`src/rtl/mips_pkg.sv`:
```
// Shared types and constants for the MIPS fetch path.
// Holds the fetch FSM state encoding, the buffered-entry layout and a PC alignment helper.
package mips_pkg;

  localparam int          INSTR_W          = 32;
  localparam logic [31:0] RESET_PC_DEFAULT = 32'h0000_0000;
  localparam logic [31:0] PC_STEP          = 32'd4;

  typedef enum logic {
    RUN   = 1'b0,
    FLUSH = 1'b1
  } fetch_state_e;

  typedef struct packed {
    logic [INSTR_W-1:0] pc;
    logic [INSTR_W-1:0] instr;
  } fetch_entry_t;

  // Fetch addresses are always word aligned; the low two bits are simply discarded.
  function automatic logic [INSTR_W-1:0] alignPc(input logic [INSTR_W-1:0] rawPc);
    return {rawPc[INSTR_W-1:2], 2'b00};
  endfunction

endpackage

```
`src/rtl/fetch_fifo.sv`:
```
// Prefetch buffer of {pc, instruction} entries between instruction memory and decode.
// Supports push and pop in the same cycle, including when full; flush empties it in one cycle.
module fetch_fifo
  import mips_pkg::*;
#(
  parameter  int DEPTH = 2,
  localparam int AW    = (DEPTH > 1) ? $clog2(DEPTH) : 1,
  localparam int CW    = $clog2(DEPTH + 1)
) (
  input  logic         clk,
  input  logic         rst,
  input  logic         i_push,
  input  fetch_entry_t i_pushEntry,
  input  logic         i_pop,
  input  logic         i_flush,
  output logic         o_valid,
  output fetch_entry_t o_head,
  output logic [CW-1:0] o_count
);

  fetch_entry_t        r_mem [DEPTH];
  logic [AW-1:0]       r_rdPtr;
  logic [AW-1:0]       r_wrPtr;
  logic [CW-1:0]       r_count;
  logic                w_doPop;

  assign w_doPop = i_pop && (r_count != '0);

  // Storage is cleared on reset so the head reads as zero while the block is held in reset.
  always_ff @(posedge clk or posedge rst) begin
    if (rst) begin
      for (int i = 0; i < DEPTH; i++) begin
        r_mem[i] <= '0;
      end
      r_rdPtr <= '0;
      r_wrPtr <= '0;
      r_count <= '0;
    end else if (i_flush) begin
      r_rdPtr <= '0;
      r_wrPtr <= '0;
      r_count <= '0;
    end else begin
      if (i_push) begin
        r_mem[r_wrPtr] <= i_pushEntry;
        r_wrPtr        <= r_wrPtr + AW'(1);
      end
      if (w_doPop) begin
        r_rdPtr <= r_rdPtr + AW'(1);
      end
      r_count <= r_count + CW'(i_push) - CW'(w_doPop);
    end
  end

  assign o_valid = (r_count != '0);
  assign o_head  = r_mem[r_rdPtr];
  assign o_count = r_count;

endmodule

```
`src/rtl/instr_fetch.sv`:
```
// Fetch stage: PC, credit-limited imem requests, response buffering and redirect flush.
// Requests in flight at a redirect are counted as stale and their responses discarded.
module instr_fetch
  import mips_pkg::*;
#(
  parameter logic [31:0] RESET_PC = RESET_PC_DEFAULT,
  parameter int          DEPTH    = 2
) (
  input  logic        clk,
  input  logic        rst,
  output logic        imem_req_valid,
  input  logic        imem_req_ready,
  output logic [31:0] imem_req_addr,
  input  logic        imem_rsp_valid,
  input  logic [31:0] imem_rsp_data,
  output logic        instr_valid,
  input  logic        instr_ready,
  output logic [31:0] instruction,
  output logic [31:0] instr_pc,
  input  logic        redirect_valid,
  input  logic [31:0] redirect_pc
);

  localparam int CW = $clog2(DEPTH + 1);

  fetch_state_e  r_state;
  logic [31:0]   r_pc;
  logic [CW-1:0] r_outstanding;
  logic [CW-1:0] r_stale;

  logic [CW-1:0] w_fifoCount;
  logic          w_fifoValid;
  fetch_entry_t  w_head;
  fetch_entry_t  w_pushEntry;
  logic [CW:0]   w_inFlight;
  logic          w_credit;
  logic          w_accept;
  logic          w_rsp;
  logic          w_push;
  logic          w_pop;
  logic [CW-1:0] w_outNext;
  logic [CW-1:0] w_staleAfterRsp;
  logic [31:0]   w_rspPc;

  // Credits come from registered occupancy only, so a pop this cycle frees room next cycle.
  assign w_inFlight = {1'b0, w_fifoCount} + {1'b0, r_outstanding};
  assign w_credit   = (w_inFlight < (CW+1)'(DEPTH));

  assign imem_req_valid = ~rst & (r_state == RUN) & w_credit;
  assign imem_req_addr  = r_pc;

  assign w_accept  = imem_req_valid & imem_req_ready;
  assign w_rsp     = imem_rsp_valid & (r_outstanding != '0);
  assign w_outNext = r_outstanding + CW'(w_accept) - CW'(w_rsp);

  assign w_staleAfterRsp = (w_rsp && (r_stale != '0)) ? (r_stale - CW'(1)) : r_stale;

  // In RUN every outstanding request was issued sequentially, so the oldest is pc - 4*outstanding.
  assign w_rspPc = r_pc - (32'(r_outstanding) << 2);

  assign w_push = w_rsp & (r_stale == '0) & (r_state == RUN) & ~redirect_valid;
  assign w_pop  = instr_valid & instr_ready & ~redirect_valid;

  assign w_pushEntry.pc    = w_rspPc;
  assign w_pushEntry.instr = imem_rsp_data;

  always_ff @(posedge clk or posedge rst) begin
    if (rst) begin
      r_state       <= RUN;
      r_pc          <= RESET_PC;
      r_outstanding <= '0;
      r_stale       <= '0;
    end else begin
      r_outstanding <= w_outNext;
      if (redirect_valid) begin
        r_pc <= alignPc(redirect_pc);
        if (r_state == FLUSH) begin
          r_stale <= w_staleAfterRsp;
          r_state <= (w_staleAfterRsp != '0) ? FLUSH : RUN;
        end else begin
          // Everything still in flight after this edge, including a same-cycle accept, is stale.
          r_stale <= w_outNext;
          r_state <= (w_outNext != '0) ? FLUSH : RUN;
        end
      end else begin
        if (w_accept) begin
          r_pc <= r_pc + PC_STEP;
        end
        r_stale <= w_staleAfterRsp;
        if ((r_state == FLUSH) && (w_staleAfterRsp == '0)) begin
          r_state <= RUN;
        end
      end
    end
  end

  fetch_fifo #(
    .DEPTH(DEPTH)
  ) u_fifo (
    .clk        (clk),
    .rst        (rst),
    .i_push     (w_push),
    .i_pushEntry(w_pushEntry),
    .i_pop      (w_pop),
    .i_flush    (redirect_valid),
    .o_valid    (w_fifoValid),
    .o_head     (w_head),
    .o_count    (w_fifoCount)
  );

  assign instr_valid = w_fifoValid;
  assign instruction = w_head.instr;
  assign instr_pc    = w_head.pc;

endmodule

```
`config.mk`:
```
export PLATFORM = sky130hd
export DESIGN_NAME = instr_fetch
export DESIGN_NICKNAME = d
export VERILOG_FILES = /design/src/rtl/mips_pkg.sv /design/src/rtl/fetch_fifo.sv /design/src/rtl/instr_fetch.sv
export SDC_FILE = /design/constraint.sdc
export NUM_CORES = 1
export LEC_CHECK = 0
export ABC_AREA = 0
export BUFFER_PORTS_ARGS = -buffer_cell sky130_fd_sc_hd__buf_2
export CAP_MARGIN = 15
export CORE_UTILIZATION = 45
export DETAILED_ROUTE_END_ITERATION = 12
export PLACE_DENSITY = 0.68
export SLEW_MARGIN = 20
export SYNTH_ARGS = -nofsm -noshare
export SYNTH_HDL_FRONTEND = slang
export SYNTH_SLANG_ARGS = --single-unit
```
`constraint.sdc`:
```
create_clock -name clk -period 5.85 [get_ports clk]
set_input_delay 0.2925 -clock clk [delete_from_list [all_inputs] [get_ports clk]]
set_output_delay 0.2925 -clock clk [all_outputs]
set_load 0.05 [all_outputs]
```
==> qor.csv, run 1 <==
metric,value,unit
routed wire length,17.5,mm
Setup-failing EPs final,0,
hold buffers post-CTS,0,
DR iter-0 viols,189,
Synth Warn #,0,
WL/cell,15.8,µm
Fmax,0.321,GHz
Slew @ Worst Pin,0.971,ns
fraction of registers with async set or reset after synthesis,1.00,
max incr delay on CP,0.66,ns
P per Cell Area,505,nW/µm²
global-route wire length before repair,28.1,mm
# diodes,0,
pin count of the biggest net entering global routing,117,
die width,136,µm
CP max stage cell,or4_1,
Cells after Synth,738,
Critical Path Fanout Max,6,
sequential fraction of the synthesis area,0.501,
nets,951,
worst hold slack,0.0375,ns
minimum clock period,3.12,ns
DRT Pass-1 Iters,4,
DRC Markers,0,
Top Metal Used,met4,
Mapped Area,8140,µm²
Final ANT Viol Nets,0,
GRT overflow,0,
Post-Layout Cell Count,1109,
Final period util,0.533,
clk root buf,clkbuf_16,
vias post-DR,5778,
"flops & latches, synth",163,
share of the synthesized area in the top cell type,0.501,
GRT Util Overall,0.196,
CTS Sinks,163,
Startpoint Class,flip-flop,
vias per std cell,5.21,
"EDFF count, synth",0,
IO Port Bufs,161,
number of max-cap violations,0,
initial antenna violation count,0,
"most common cell after layout, fill and taps aside",dfrtp_1,
# H-tree levels,4,
Ports,168,
Synth area leaders,"dfrtp_1 50%, mux2_2 18%, nand2_1 4.7%",
Rows,48,
type of the worst setup path,reg -> reg,
dpl hpwl,12.0,mm
Clock transition at path regs,0.06,ns
CTS tree,yes,
outcome,"complete, no violations",
cts bufs inserted,17,
DR WL met3,931,µm
CTS resizes,0,
Yosys top cell by area,dfrtp_1,
Post-synth top flop,dfrtp_1,
WP data required,6.19,ns
Yosys cell types,44,
crit-path cells,and2_1 > fa_1 > or4_1 > inv_1 > nand2_1 > ha_1 > inv_1 > ha_1 > xnor2_1 > xnor2_1 > o21ai_0 > o21ai_0,
CP endpoint kind,flip-flop,
clock tree buffer depth,2,
Slew Limit Fails,0,
Placeable Area,17500,µm²
Mean Syn Cell Area,11.0,µm²
final-report hold violation count,0,
Setup Buffers After CTS,0,
met2 wire length,7.87,mm
Post-Place Cells,1077,
vias in the first global route,5551,
worst min-delay path class,in -> async,
"commonest cells after routing, fill and taps aside","162 x dfrtp_1, 161 x buf_2, 130 x mux2_2",
area of the die,18600,µm²
fillers,1552,
Worst slew margin,0.347,
worst vdd ir,0.286,mV
worst clock skew,0.00814,ns
Critical Path AT,3.46,ns
Placer Congestion,0.783,
setup_tns,0,ns
Layout area overhead,18.7,%
layout cells sized above 1,0.396,
die height,136,µm
initial core utilization,0.466,
RSZ-0062 raised after global routing,false,
Skew-Pair Late Insertion Delay,0.42,ns
Static Leak,4.53,nW
met1 wire length,8.47,mm
per-layer routing:
metal | track usage | up-vias
met2 | 0.303 | 183
li1 | - | 2819
met4 | 0.0648 | 0
met1 | 0.272 | 2756
met3 | 0.0456 | 20
met5 | 0 | -
layout make-up:
type | count | area [µm²] | area share
Clock buffer | 24 | 502 | 0.0519
Inverter | 13 | 56.3 | 0.00583
Clock inverter | 8 | 100 | 0.0104
Sequential cell | 163 | 4080 | 0.422
Timing Repair Buffer | 166 | 843 | 0.0873
Tap cell | 225 | 282 | 0.0291
Multi-Input combinational cell | 510 | 3800 | 0.393
critical path, delay by kind of cell (launching register included):
kind | cells | cell delay (ns)
simple gates | 3 | 0.94
fa+ha+maj | 3 | 0.90
flops | 1 | 0.41
xor+xnor | 2 | 0.36
compound gates | 2 | 0.27
buf+inv | 2 | 0.17
cells in the mapped netlist (5+ instances only):
cell type  instances
dfrtp_1          163
mux2_2           130
nand2_1          102
o21ai_0           56
clkbuf_1          37
o21ai_1           35
xnor2_1           33
xor2_1            27
nand4_1           15
nor2_1            14
inv_1             13
nand3_1           12
ha_1               8
nor3_1             8
and3_1             7
buf_1              7
or4_1              7
nor4_2             6
buf_2              5
nand2b_1           5
nor4_1             5
logic make-up (layout without fill, tap and decap cells):
logic type,count (synthesis),count (layout),share of synthesized area
compound gates,98,98,0.0615
xor+xnor,60,60,0.0646
fa+ha+maj,10,10,0.0172
buf+inv,68,211,0.0358
flops,163,163,0.501
mux,131,131,0.181
other cells,1,4,0.000461
simple gates,207,207,0.138
registers in the layout (all words and copies together), names as in the netlist:
register        flops
r_outstanding       2
r_stale             2
u_fifo.r_wrPtr      1
u_fifo.r_mem      124
imem_req_addr      30
u_fifo.r_rdPtr      1
u_fifo.o_count      2
r_state             1
per-stage QoR:
stage | cell area, µm² | power, mW | util | setup WS, ns
after detailed placement | 9050 | 3.79 | 0.518 | 2.73
after floorplan | 8150 | 3.34 | - | 1.15
after CTS | 9660 | 4.93 | 0.553 | 2.70
after global placement | 9050 | 3.76 | 0.518 | 2.74
final | 9660 | 4.88 | 0.553 | 2.73
after global routing | 9660 | 5.14 | 0.553 | 2.52
power by group:
group	switching, mW	internal [mW]
Sequential	0.222	1.49
Combinational	1.38	0.659
Clock	0.439	0.684
Total	2.04	2.83
worst paths after layout:
path,start,endpoint,slack (ns),depth (start not counted)
setup / recovery,r_outstanding[0]$_DFF_PP0_,r_state$_DFFE_PP0P_,2.73,12
hold / removal,rst,u_fifo.o_count[0]$_DFF_PP0_,0.04,2
setup reg to reg,r_outstanding[0]$_DFF_PP0_,r_state$_DFFE_PP0P_,2.73,12
hold reg to reg,u_fifo.r_mem[108]$_DFFE_PP0P_,u_fifo.r_mem[108]$_DFFE_PP0P_,0.47,2
max in group asynchronous,rst,u_fifo.r_mem[83]$_DFFE_PP0P_,4.67,3
min in group clk,redirect_pc[2],imem_req_addr[2]$_DFFE_PP0N_,0.08,3
Note: power is estimated with default switching activity, not from simulation.
==> run 2, diff against run 1 <==
clock period = 2.9 ns   (was 5.85 ns; I/O delays follow)
==> run 2 against run 1 <==
Sequential power increased by 100%. Critical endpoint is now u_fifo.r_mem[48]$_DFFE_PP0P_. Largest power group unchanged. Critical path depth decreased by 2. Clock skew increased by 0.0052 ns. Non-clock buffer count increased by 84. Worst setup slack got worse by 2.6 ns.
==> qor.csv, run 2 (synthesized netlist as in run 1, its figures left out) <==
metric,value,unit,change
Finished Core Util,0.602,,+0.0498
die height,136,µm,unchanged
Slew Limit Fails,0,,unchanged
Hold Path End,u_fifo.r_rdPtr$_DFFE_PP0P_,,
"most common cell after layout, fill and taps aside",dfrtp_1,,
nets,1035,,+8.8%
cell area after layout,10500,µm²,+9.0%
worst reg2reg setup slack,0.16,ns,-2.57 ns
Final period util,0.945,,+0.412
GRT overflow,0,,unchanged
clock tree buffer depth,2,,unchanged
# diodes,0,,unchanged
WL/cell,16.1,µm,+2.0%
Post-Layout Cell Count,1193,,+7.6%
Placer Congestion,0.815,,+4.1%
Final WS setup,0.160,ns,-2.57 ns
# H-tree levels,4,,unchanged
Critical Path Fanout Max,9,,+3
worst clock skew,0.0133,ns,+0.00515 ns
CTS tree,yes,,
worst min-delay path class,in -> reg,,
IO Port Bufs,161,,unchanged
R2R Path End,u_fifo.r_mem[48]$_DFFE_PP0P_,,
Rows,48,,unchanged
Fmax,0.365,GHz,+14%
outcome,"complete, no violations",,
die width,136,µm,unchanged
type of the worst setup path,reg -> reg,,
Top reg by flops,u_fifo.r_mem,,
GRT Util Overall,0.216,,+0.0194
dpl cell area,9310,µm²,+2.8%
P per Cell Area,946,nW/µm²,+87%
vias per std cell,5.14,,-1.3%
number of max-cap violations,0,,unchanged
clk root buf,clkbuf_16,,
Setup WS pre-CTS,0.0391,ns,-2.69 ns
CP endpoint kind,flip-flop,,
Post-Place Cells,1096,,+1.8%
Layout area overhead,29.3,%,
"commonest cells after routing, fill and taps aside","162 x dfrtp_1, 161 x buf_2, 130 x mux2_2",,
initial core utilization,0.466,,unchanged
Worst slew margin,0.610,,+0.263
initial antenna violation count,0,,unchanged
WP data required,3.21,ns,-2.98 ns
layout cells sized above 1,0.390,,-0.00543
worst hold slack,0.0866,ns,+0.0491 ns
DRC Markers,0,,unchanged
Clock transition at path regs,0.07,ns,about the same
Slew @ Worst Pin,0.586,ns,-0.386 ns
DR iter-0 viols,304,,+61%
Placeable Area,17500,µm²,unchanged
hold depth,4,,
cts bufs inserted,17,,unchanged
minimum clock period,2.74,ns,-0.378 ns
worst vdd ir,0.729,mV,+150%
hold path startpoint,instr_ready,,
Startpoint Class,flip-flop,,
vias post-DR,6135,,+6.2%
area of the die,18600,µm²,unchanged
Final ANT Viol Nets,0,,unchanged
Static Leak,4.92,nW,+8.4%
global-route wire length before repair,31.0,mm,+10%
vias in the first global route,6083,,+9.6%
DRT Pass-1 Iters,5,,+1
Skew-Pair Late Insertion Delay,0.44,ns,+0.02 ns
routed wire length,19.2,mm,+9.7%
final-report hold violation count,0,,unchanged
max reg flops,124,,unchanged
Critical Path AT,3.05,ns,-0.41 ns
Ports,168,,unchanged
Setup-failing EPs final,0,,unchanged
CTS Sinks,163,,unchanged
worst reg2reg path startpoint,imem_req_addr[2]$_DFFE_PP0N_,,
pin count of the biggest net entering global routing,83,,-29%
dpl hpwl,12.8,mm,+6.4%
Reg2Reg Depth,10,,-2
-- run 2: cell count changes in the layout (fill, tap and decap cells not counted), moves of 3 or more --
cell / before / now
dlygate4sd3_1: 0 / 63
buf_4: 5 / 19
buf_12: 0 / 7
clkbuf_8: 5 / 0
inv_6: 0 / 4
clkinv_4: 0 / 3
-- run 2: power by group --
group          switching [mW]  total, mW  internal, mW
Combinational            2.89       4.37          1.48
Clock                    1.02       2.16          1.13
Sequential              0.428       3.43          3.01
Total                    4.34       9.96          5.62
-- run 2: worst max-delay path by stage --
stage / cells past startpoint / slack (ns) / to / startpoint
after detailed placement: 12 / 0.04 / r_state$_DFFE_PP0P_ / u_fifo.o_count[0]$_DFF_PP0_
after global placement: 12 / 0.09 / r_state$_DFFE_PP0P_ / u_fifo.o_count[0]$_DFF_PP0_
after global routing: 12 / -0.006 / r_state$_DFFE_PP0P_ / u_fifo.o_count[0]$_DFF_PP0_
after CTS: 12 / 0.02 / r_state$_DFFE_PP0P_ / u_fifo.o_count[0]$_DFF_PP0_
final: 10 / 0.16 / u_fifo.r_mem[48]$_DFFE_PP0P_ / imem_req_addr[2]$_DFFE_PP0N_
after floorplan: 13 / -0.06 / r_state$_DFFE_PP0P_ / r_outstanding[0]$_DFF_PP0_
-- run 2: repair_timing --
item | in CTS | in global routing
hold buffers | 63 | 0
buffers inserted | 0 | 2
setup endpoints to repair | 0 | 4
resized for setup | 0 | 2
endpoints found under the hold margin | 106 | 0
-- run 2: worst max-delay path, stage by stage, from the launching register on --
cell     delay, ns
dfrtp_1       0.42
inv_1         0.13
ha_1          0.18
inv_1         0.05
fa_1          0.43
nor4_1        0.35
nand3_1       0.13
buf_4         0.20
or4_1         0.43
xor2_1        0.21
o21ai_1       0.08
-- run 2: layer usage --
layer / track usage / share of wire
met1: 0.295 / 0.47
met2: 0.343 / 0.48
met3: 0.0433 / 0.051
met4: 0.0691 / 0.0087
met5: 0 / 0
-- run 2: through the flow --
stage                     setup TNS [ns]  power (mW)
after floorplan                  -0.0649        6.76
after global placement                 0        7.67
after detailed placement               0        7.76
after CTS                              0        10.0
after global routing            -0.00646        10.5
final                                  0        9.96
-- run 2: layout make-up --
class,instances,area [µm²]
multi-input cells,510,3820
well taps,225,282
inverters,13,56.3
flip-flops and latches,163,4080
repair buffers,250,1720
clock inverters,15,141
fillers,1472,6950
clock buffers,17,425
